==> src/rtl/div_fmt_pkg.sv <==
// Shared definitions for the divider BCD formatter: FSM encoding, iteration
// count and the active-low 7-segment code table.
package div_fmt_pkg;

  typedef enum logic [1:0] {
    IDLE  = 2'd0,
    SHIFT = 2'd1,
    DONE  = 2'd2
  } state_t;

  localparam int ITER = 8;

  // Segment order is {g,f,e,d,c,b,a}; a 0 lights the segment.
  localparam logic [6:0] SEG_0     = 7'b1000000;
  localparam logic [6:0] SEG_1     = 7'b1111001;
  localparam logic [6:0] SEG_2     = 7'b0100100;
  localparam logic [6:0] SEG_3     = 7'b0110000;
  localparam logic [6:0] SEG_4     = 7'b0011001;
  localparam logic [6:0] SEG_5     = 7'b0010010;
  localparam logic [6:0] SEG_6     = 7'b0000010;
  localparam logic [6:0] SEG_7     = 7'b1111000;
  localparam logic [6:0] SEG_8     = 7'b0000000;
  localparam logic [6:0] SEG_9     = 7'b0010000;
  localparam logic [6:0] SEG_E     = 7'b0000110;
  localparam logic [6:0] SEG_R     = 7'b0101111;
  localparam logic [6:0] SEG_BLANK = 7'b1111111;

  function automatic logic [6:0] digit_seg(input logic [3:0] d);
    logic [6:0] code;
    case (d)
      4'd0:    code = SEG_0;
      4'd1:    code = SEG_1;
      4'd2:    code = SEG_2;
      4'd3:    code = SEG_3;
      4'd4:    code = SEG_4;
      4'd5:    code = SEG_5;
      4'd6:    code = SEG_6;
      4'd7:    code = SEG_7;
      4'd8:    code = SEG_8;
      4'd9:    code = SEG_9;
      default: code = SEG_BLANK;
    endcase
    return code;
  endfunction

endpackage

==> src/rtl/bcd_to_7seg.sv <==
// One 7-segment digit decoder. In error mode a digit of 4'hE shows 'E' and
// anything else shows 'r'; polarity is selected by active_low.
module bcd_to_7seg
  import div_fmt_pkg::*;
(
  input  logic [3:0] digit,
  input  logic       blank,
  input  logic       err_char,
  input  logic       active_low,
  output logic [6:0] seg
);

  logic [6:0] code;

  always_comb begin
    code = SEG_BLANK;
    if (err_char) begin
      code = (digit == 4'hE) ? SEG_E : SEG_R;
    end else if (!blank) begin
      code = digit_seg(digit);
    end
  end

  assign seg = active_low ? code : ~code;

endmodule

==> src/rtl/div_bcd_formatter.sv <==
// Captures the divider result on start, converts the quotient to BCD with a
// one-shift-per-cycle double-dabble and drives three 7-segment displays.
module div_bcd_formatter
  import div_fmt_pkg::*;
#(
  parameter bit SEG_ACTIVE_LOW = 1'b1,
  parameter bit BLANK_LEADING  = 1'b1
) (
  input  logic       clk,
  input  logic       rst_n,
  input  logic       start,
  input  logic [7:0] S,
  input  logic       R_exists,
  input  logic       ERRO,
  output logic       busy,
  output logic       done,
  output logic [3:0] bcd_h,
  output logic [3:0] bcd_t,
  output logic [3:0] bcd_u,
  output logic       err_out,
  output logic       rem_out,
  output logic [6:0] hex2,
  output logic [6:0] hex1,
  output logic [6:0] hex0
);

  state_t      state, state_nxt;
  logic [2:0]  cnt;
  logic [7:0]  bin_q;
  logic [11:0] scr_q;
  logic        rem_q, err_q;

  logic [11:0] adj;
  logic [19:0] work;
  logic [11:0] scr_nxt;
  logic [7:0]  bin_nxt;
  logic        last_shift;

  assign last_shift = (state == SHIFT) && (cnt == 3'(ITER - 1));

  // Double-dabble step: add 3 to every nibble >= 5, then shift {bcd,bin} left.
  always_comb begin
    adj = scr_q;
    for (int i = 0; i < 3; i++) begin
      if (scr_q[i*4 +: 4] >= 4'd5) begin
        adj[i*4 +: 4] = scr_q[i*4 +: 4] + 4'd3;
      end
    end
    work    = {adj, bin_q} << 1;
    scr_nxt = work[19:8];
    bin_nxt = work[7:0];
  end

  always_ff @(posedge clk) begin
    if (!rst_n) begin
      state <= IDLE;
    end else begin
      state <= state_nxt;
    end
  end

  always_comb begin
    state_nxt = state;
    case (state)
      IDLE:    if (start) state_nxt = SHIFT;
      SHIFT:   if (last_shift) state_nxt = DONE;
      DONE:    state_nxt = IDLE;
      default: state_nxt = IDLE;
    endcase
  end

  assign busy = (state == SHIFT) || (state == DONE);
  assign done = (state == DONE);

  always_ff @(posedge clk) begin
    if (!rst_n) begin
      cnt     <= 3'd0;
      bin_q   <= 8'd0;
      scr_q   <= 12'd0;
      rem_q   <= 1'b0;
      err_q   <= 1'b0;
      bcd_h   <= 4'd0;
      bcd_t   <= 4'd0;
      bcd_u   <= 4'd0;
      err_out <= 1'b0;
      rem_out <= 1'b0;
    end else begin
      if (state == IDLE && start) begin
        bin_q <= S;
        rem_q <= R_exists;
        err_q <= ERRO;
        scr_q <= 12'd0;
        cnt   <= 3'd0;
      end else if (state == SHIFT) begin
        scr_q <= scr_nxt;
        bin_q <= bin_nxt;
        cnt   <= cnt + 3'd1;
        // The conversion still runs on an error so latency never changes.
        if (last_shift) begin
          bcd_h   <= err_q ? 4'd0 : scr_nxt[11:8];
          bcd_t   <= err_q ? 4'd0 : scr_nxt[7:4];
          bcd_u   <= err_q ? 4'd0 : scr_nxt[3:0];
          err_out <= err_q;
          rem_out <= rem_q & ~err_q;
        end
      end
    end
  end

  logic       blank_h, blank_t;
  logic [3:0] dig_h, dig_t, dig_u;

  assign blank_h = BLANK_LEADING && (bcd_h == 4'd0);
  assign blank_t = BLANK_LEADING && (bcd_h == 4'd0) && (bcd_t == 4'd0);
  assign dig_h   = err_out ? 4'hE : bcd_h;
  assign dig_t   = err_out ? 4'hF : bcd_t;
  assign dig_u   = err_out ? 4'hF : bcd_u;

  bcd_to_7seg u_seg_h (
    .digit(dig_h), .blank(blank_h), .err_char(err_out),
    .active_low(SEG_ACTIVE_LOW), .seg(hex2)
  );

  bcd_to_7seg u_seg_t (
    .digit(dig_t), .blank(blank_t), .err_char(err_out),
    .active_low(SEG_ACTIVE_LOW), .seg(hex1)
  );

  bcd_to_7seg u_seg_u (
    .digit(dig_u), .blank(1'b0), .err_char(err_out),
    .active_low(SEG_ACTIVE_LOW), .seg(hex0)
  );

endmodule

==> config.mk <==
export PLATFORM = sky130hd
export DESIGN_NAME = div_bcd_formatter
export DESIGN_NICKNAME = d
export VERILOG_FILES = /design/src/rtl/div_fmt_pkg.sv /design/src/rtl/bcd_to_7seg.sv /design/src/rtl/div_bcd_formatter.sv
export SDC_FILE = /design/constraint.sdc
export NUM_CORES = 1
export LEC_CHECK = 0
export CORE_MARGIN = 2
export CORE_UTILIZATION = 27
export CTS_BUF_LIST = sky130_fd_sc_hd__clkbuf_16
export DETAILED_ROUTE_END_ITERATION = 12
export MAX_ROUTING_LAYER = met4
export PLACE_DENSITY_LB_ADDON = 0.05
export SLEW_MARGIN = 20
export SYNTH_ARGS = -nofsm -noshare
export SYNTH_HDL_FRONTEND = slang
export SYNTH_HIERARCHICAL = 1
export SYNTH_SLANG_ARGS = --single-unit
==> constraint.sdc <==
create_clock -name clk -period 3.2 [get_ports clk]
set_input_delay 0.64 -clock clk [delete_from_list [all_inputs] [get_ports clk]]
set_output_delay 0.64 -clock clk [all_outputs]
set_load 0.01 [all_outputs]
# Yosys cells after proc, flatten, opt, wreduce, memory -nomap -nowiden
# Memories as Yosys holds them, arrays and structs flattened.
# Index checks and enable logic that the tools add are counted.
# totals
word_cells	66
reg_bits	41
mem_bits_rw	0
latch_bits	0
romBits	336
output_inout_bits	37
in_bits	13
memories	3
# op_classes
shifts	0
mux	22
n_mul	0
eq_ne	8
n_lt_le_gt_ge	3
n_bitwise	4
addsub	4
reduce_logical	11
n_div	0
# mem_list
name	words	width	read_ports	rd_ports_with_merged_regs	write_ports	line	source
(no name shown)	16	7	1	0	0	div_fmt_pkg.sv:30	case (d)
(no name shown)	16	7	1	0	0	div_fmt_pkg.sv:30	
(no name shown)	16	7	1	0	0	div_fmt_pkg.sv:30	
# op_table
operator	n
7-bit 2-to-1 mux	5
4-bit 2-to-1 mux	8
6-bit 2-to-1 mux	3
8-bit 2-to-1 mux	2
4-bit equality test, second input constant	3
4-bit by 3-bit >= comparator with 1-bit output, second input constant	3
4-bit by 2-bit adder with 4-bit output, second input constant	2
4-bit zero test	2
2-bit 2-to-1 mux	2
2-bit inequality test, second input constant	2
2-bit case mux with 2 select lines	1
3-bit by 1-bit adder with 3-bit output, second input constant	1
3-bit by 2-bit adder with 3-bit output, second input constant	1
3-bit equality test, second input constant	1
1-bit logical AND	3
3-bit 2-to-1 mux	1
1-bit inverter	3
3-bit AND reduction	1
2-bit by 1-bit equality test with 1-bit output, second input constant	1
2-bit equality test, second input constant	1
2-bit zero test	1
2-bit AND reduction	1
2-bit nonzero test	1
2-bit OR reduction	1
other kinds (2)	2

# Logic depth before layout (Yosys ltp)
# depth
depth_word	4
ltp_mapped	7
ltp_nobuf	6

# Hierarchy
# The synthesis kept the hierarchy.
# by_module_without_submodules
module	cells_each	area_per_inst_um2	instances	seq_area_each_um2
div_bcd_formatter	222	2000.7	1	820.8
bcd_to_7seg	50	392.9	3	0.0

# Worst setup path before layout
# Ideal clock, no wire load.
# synth_timing
kind	reg-to-output
start	register err_out
end	output hex0[3]
path_buffers	1
path_stages_with_launch	8
arrival_ps	2163
t_required_ps	2560
setup_slack_ps	397
path_cell_list	dfxtp_1 clkbuf_1 or2_2 inv_1 ha_1 and2_1 or4_1 nand4_1
# synth_between
elab_chain_len	4
elab_cells_between_ends	5
cone_classes	eq/ne (1); mux (3); memory (1)
# synth_rtl
item	line	source
start: declaration	div_bcd_formatter.sv:20	output logic err_out,
start signal: assignment	div_bcd_formatter.sv:103	err_out <= err_q;
4-bit 2-to-1 mux *	div_bcd_formatter.sv:117	assign dig_u = err_out ? 4'hF : bcd_u;
net dig_u[1]	div_bcd_formatter.sv:111	logic [3:0] dig_h, dig_t, dig_u;
parallel branches: the longest is 2 deep, another holds memory 16 x 7 bit	n/a	
7-bit 2-to-1 mux *	bcd_to_7seg.sv:17	if (err_char) begin
end: declaration	div_bcd_formatter.sv:24	output logic [6:0] hex0
# Mark *: on every way through the listed nets, which the timed path passes.

# Worst setup path in the final report
# layout_timing
start	register err_out
end	output hex2[5]
# layout_between
elab_chain_len	4
elab_cells_between_ends	6
cone_classes	eq/ne (1); mux (4); memory (1)
# layout_rtl
item	line	source
4-bit 2-to-1 mux *	div_bcd_formatter.sv:115	assign dig_h = err_out ? 4'hE : bcd_h;
net dig_h[3]	div_bcd_formatter.sv:111	
memory 16 x 7 bit / 4-bit equality test (equally long branches)	n/a	
7-bit 2-to-1 mux / 6-bit 2-to-1 mux (equally long branches)	bcd_to_7seg.sv:19, bcd_to_7seg.sv:18	
7-bit 2-to-1 mux *	bcd_to_7seg.sv:17	
end: declaration	div_bcd_formatter.sv:22	output logic [6:0] hex2,
# The timed path passes the listed nets; every way through them passes the cells marked *.

==> flow_results.org <==
** Routing
- Wire per inst :: 13.0 um
- Final wirelength :: around 7.4 mm
- Violation count after the first detailed-routing iteration :: roughly 110
- For this run, design rule violations remaining after detail routing come to 0.
- Routed vias/inst :: 4.74
- Via count of the routed design :: roughly 2700
- In this run the remaining antenna-violating nets after routing total 0.
- Number of iterations in the first detailed-routing pass :: 4

** Logic synthesis
- Top post-synthesis cells by area :: sky130_fd_sc_hd__dfxtp_1 (26%), sky130_fd_sc_hd__ha_1 (11%), sky130_fd_sc_hd__xnor2_1 (4.4%)
- Proportion of synthesized flip-flops having asynchronous set or reset :: 0%
- Counting flops with a built-in enable in the synthesized netlist gives 0.
- YS warnings :: 6
- Leading register cell type out of synthesis :: sky130_fd_sc_hd__dfxtp_1
- Summing the areas of all xor and xnor instances in the mapped netlist gives approximately 5.2% of the synthesized area.
- Seq/Total Area, Yosys :: about a quarter
- Area fraction in compound gates after synthesis :: between 10% and 20%
- The biggest area contributor in the post-synthesis netlist is sky130_fd_sc_hd__dfxtp_1.
- Synthesis inferred between 40 and 50 register bits.
- Synthesis produced 372 cells.
- Portion of netlist area occupied by mux cells :: under 10%
- By area, the combinational part of the netlist is dominated by simple AND/OR/NAND/NOR gates.
- Of the total synthesized cell area, the portion taken by full adders, half adders and majority gates is 10.6%.
- Dividing the synthesized area by the synthesized cell count gives ~8.5 um2.
- Yosys top cell area share :: approximately a quarter
- Simple-gate share of the synthesized area :: between 20% and 30%
- The number of different library cells used by synthesis comes to 50.
- Area of the mapped netlist :: between 3000 and 4000 um2

** Clock network
- H-tree level count :: 2
- The clock passes through at most 2 buffers.
- The tree is rooted in a sky130_fd_sc_hd__clkbuf_16.
- Clock tree from TritonCTS :: yes
- Total clock buffers created by CTS :: 5
- Count of clock tree sinks :: between 40 and 50
- CTS clk-pin slew, worst paths :: 0.06 ns
- Worst-skew pair later-pin latency :: around 0.28 ns
- Hold repair after CTS inserted 0 buffers.

** Setup path
- STA puts the critical path data required time at 2.56 ns.
- STA classifies the critical path startpoint as a flip-flop.
- Capturing instance or port of the critical path :: hex2[5]
- The critical path starts at err_out$_SDFFE_PN0P_.
- Endpoint of the most critical register-to-register path :: bcd_u[3]$_SDFFE_PN0P_
- Worst R2R Path Depth :: 5
- Launching point of the worst reg2reg path :: state[1]$_SDFFE_PN0P_
- Element type at the critical path end :: output pin
- Endpoint arrival time on the critical path :: 2.44 ns
- Critical Path Fanout Max :: 14
- Internal reg-to-reg setup slack :: 1.10 ns
- Classification of the worst setup path :: reg2out

** Die
- The die is about 110 um wide.
- Core footprint :: around 11000 um2
- Die height :: between 100 and 150 um
- The floorplan step defined a die boundary enclosing between 10000 and 15000 um2.
- Number of placement rows :: 39
- Top-Level Pins :: 50
- Effective utilization at floorplan :: around 28%

** STA
- Slew Limit Headroom :: about three fifths
- Final setup violation count :: 0
- Max Clock Freq :: approximately 0.32 GHz
- Final hold violations :: 0
- The worst path in the final design needs a cycle of just over 3 ns, including I/O delays and setup.
- After routing, the total negative slack on setup checks comes to 0 ns.
- Max Slew Vio Count :: 0
- Transition time at the pin with the least slew margin :: 0.616 ns
- In the finished design, the share of the clock period the worst path needs comes to between 90% and 100%.
- Worst clock skew :: approximately 0.008 ns
- Unrepaired setup endpoints after global routing :: false

** Min path
- Path class of the lowest-slack min-delay path :: reg2reg

** Global route
- Initial antenna violation count :: 0
- Total Routing Usage GR :: 12.2%
- The global routing stage identified its most utilized layer as met2.
- For this run, global-route usage on met2 was measured as roughly 20%.
- Global routing consumed, on the met3 layer, between 1.5 and 2% of the routing resources.
- For this run the aggregate overflow at the end of global routing stands at 0.
- The first global-routing pass estimated approximately 13 mm of wire.
- Entering global routing, the biggest net connects 22 pins.
- Global routing used 16.2% of the available met1 tracks.
- The number of global-route vias before repair is ~2600.

** Power and ir drop
- Total power :: 0.00146 W
- Combinational logic is responsible for between 10% and 20% of the overall power.
- Switch share :: between 20% and 30%
- In this run the power density over the cells is between 300 and 400 nW/um2.
- Of the total power, registers draw approximately 38%.
- For this design the total switching power over the nets is 0.000352 W.
- Largest voltage drop on the vdd net :: around 0.27 mV
- Internal Power :: around 0.0011 W
- For this design the static power due to leakage is 1.55 nW.
- Clock power share :: roughly 44%

** Flow run
- Across the run, the number of max-cap violations was 0.

** Placed design
- Buffers on Ports :: 49
- The HPWL after detailed placement is ~5.8 mm.
- The congestion estimate from routability-driven global placement came to between 0.7 and 0.8.

** Finish
- Fraction of final layout cells sized beyond drive strength 1 :: around 12%
- Total Nets Final :: approximately 460
- Fill cell count :: 1217
- The number of antenna diodes in the final layout is 0.
- Relative to the synthesized area, the layout overhead comes to 27.5%.
- In the layout the commonest cells are sky130_fd_sc_hd__clkdlybuf4s50_1 (45), sky130_fd_sc_hd__dfxtp_1 (40), sky130_fd_sc_hd__ha_1 (27).
- Most common cell after layout, fill and taps aside :: sky130_fd_sc_hd__clkdlybuf4s50_1
- Measured on the finished design, the core utilization comes to 35.3%.

** Run status
- Outcome :: finished clean
[cell type report]
type                    count  area, um2  share of cell area (%)
clock buffers               5        125                    3.09
repair buffers             58        564                    13.9
multi-input cells         298       2220                    54.8
clock inverters             3       65.1                    1.61
inverters                  20       75.1                    1.85
well taps                 143        179                    4.41
flip-flops and latches     41        825                    20.3
[routing by layer]
layer	up-vias	share of wire (%)
met5	-	0
met4	0	0.84
met3	4	3.1
met2	37	46
met1	1222	50
li1	1430	-
[worst max-delay path, cell delays in order, from the launching register on]
cell and delay [ns]:
sky130_fd_sc_hd__dfxtp_4 0.37, sky130_fd_sc_hd__buf_4 0.17, sky130_fd_sc_hd__or2_2 0.41, sky130_fd_sc_hd__nand4_1 0.18, sky130_fd_sc_hd__or3b_1 0.38, sky130_fd_sc_hd__nand4_1 0.10
sky130_fd_sc_hd__clkdlybuf4s50_1 0.54
[cells by family after synthesis]
| logic type | count (synthesis) |
|---|---|
| and+or+nand+nor | 146 |
| AOI/OAI and AO/OA | 78 |
| DFF | 41 |
| buffers and inverters | 40 |
| adders and majority gates | 27 |
| xor gates and xnor gates | 19 |
| muxes | 19 |
| other | 2 |
[synth_stat cells, drive strengths merged (4+ instances only)]
cell type  number
a211oi          8
a21boi          9
a21oi          10
and2            7
buf            16
clkbuf          4
dfxtp          41
ha             27
inv            20
mux2            6
mux2i          13
nand2          22
nand2b         15
nand3          16
nand3b          4
nand4           9
nor2           25
nor2b           8
nor3b           5
o211a           7
o21ai          16
o22ai           6
o311ai          9
or2            11
or4             6
xnor2          16
[stage by stage]
step                      setup slack (ns)  instance area, um2  hold slack (ns)  std cells
after floorplan                      0.397                3210            0.435        379
after global placement               0.273                3790            0.455        559
after detailed placement             0.251                3790            0.453        559
after CTS                          0.00564                3990            0.461        567
after global routing              0.000649                4050            0.476        568
final                                0.119                4050            0.461        568
[state kept, by name, indices dropped and copies added, names as in the netlist]
signal,count
rem_out,1
bin_q,8
err_q,1
rem_q,1
err_out,1
bcd_u,4
bcd_h,4
bcd_t,4
cnt,3
state,2
scr_q,12
[worst min path at each step]
| stage | cells after the start | endpoint | slack [ns] | from |
|---|---|---|---|---|
| after global routing | 2 | rem_q$_SDFFE_PN0P_ | 0.48 | rem_q$_SDFFE_PN0P_ |
| after floorplan | 2 | rem_q$_SDFFE_PN0P_ | 0.44 | rem_q$_SDFFE_PN0P_ |
| after global placement | 2 | rem_q$_SDFFE_PN0P_ | 0.45 | rem_q$_SDFFE_PN0P_ |
| after detailed placement | 2 | rem_q$_SDFFE_PN0P_ | 0.45 | rem_q$_SDFFE_PN0P_ |
| final | 2 | rem_q$_SDFFE_PN0P_ | 0.46 | rem_q$_SDFFE_PN0P_ |
| after CTS | 2 | rem_q$_SDFFE_PN0P_ | 0.46 | rem_q$_SDFFE_PN0P_ |
[power groups by stage]
stage          sequential (W)  clock [W]  combinational [W]
2_1_floorplan        0.000560          0           0.000187
3_3_place_gp         0.000567          0           0.000266
3_5_place_dp         0.000567          0           0.000267
4_1_cts              0.000555   0.000669           0.000267
5_1_grt              0.000558   0.000686           0.000300
6_report             0.000554   0.000646           0.000265
[repair_timing]
action                                  in CTS  in global routing
cloned                                       0                  0
pin swaps                                    0                  2
buffers inserted                             0                  1
endpoints found under the setup margin       8                 12
resized for setup                            3                 18
No activity file was read; power rests on OpenSTA's default activity.
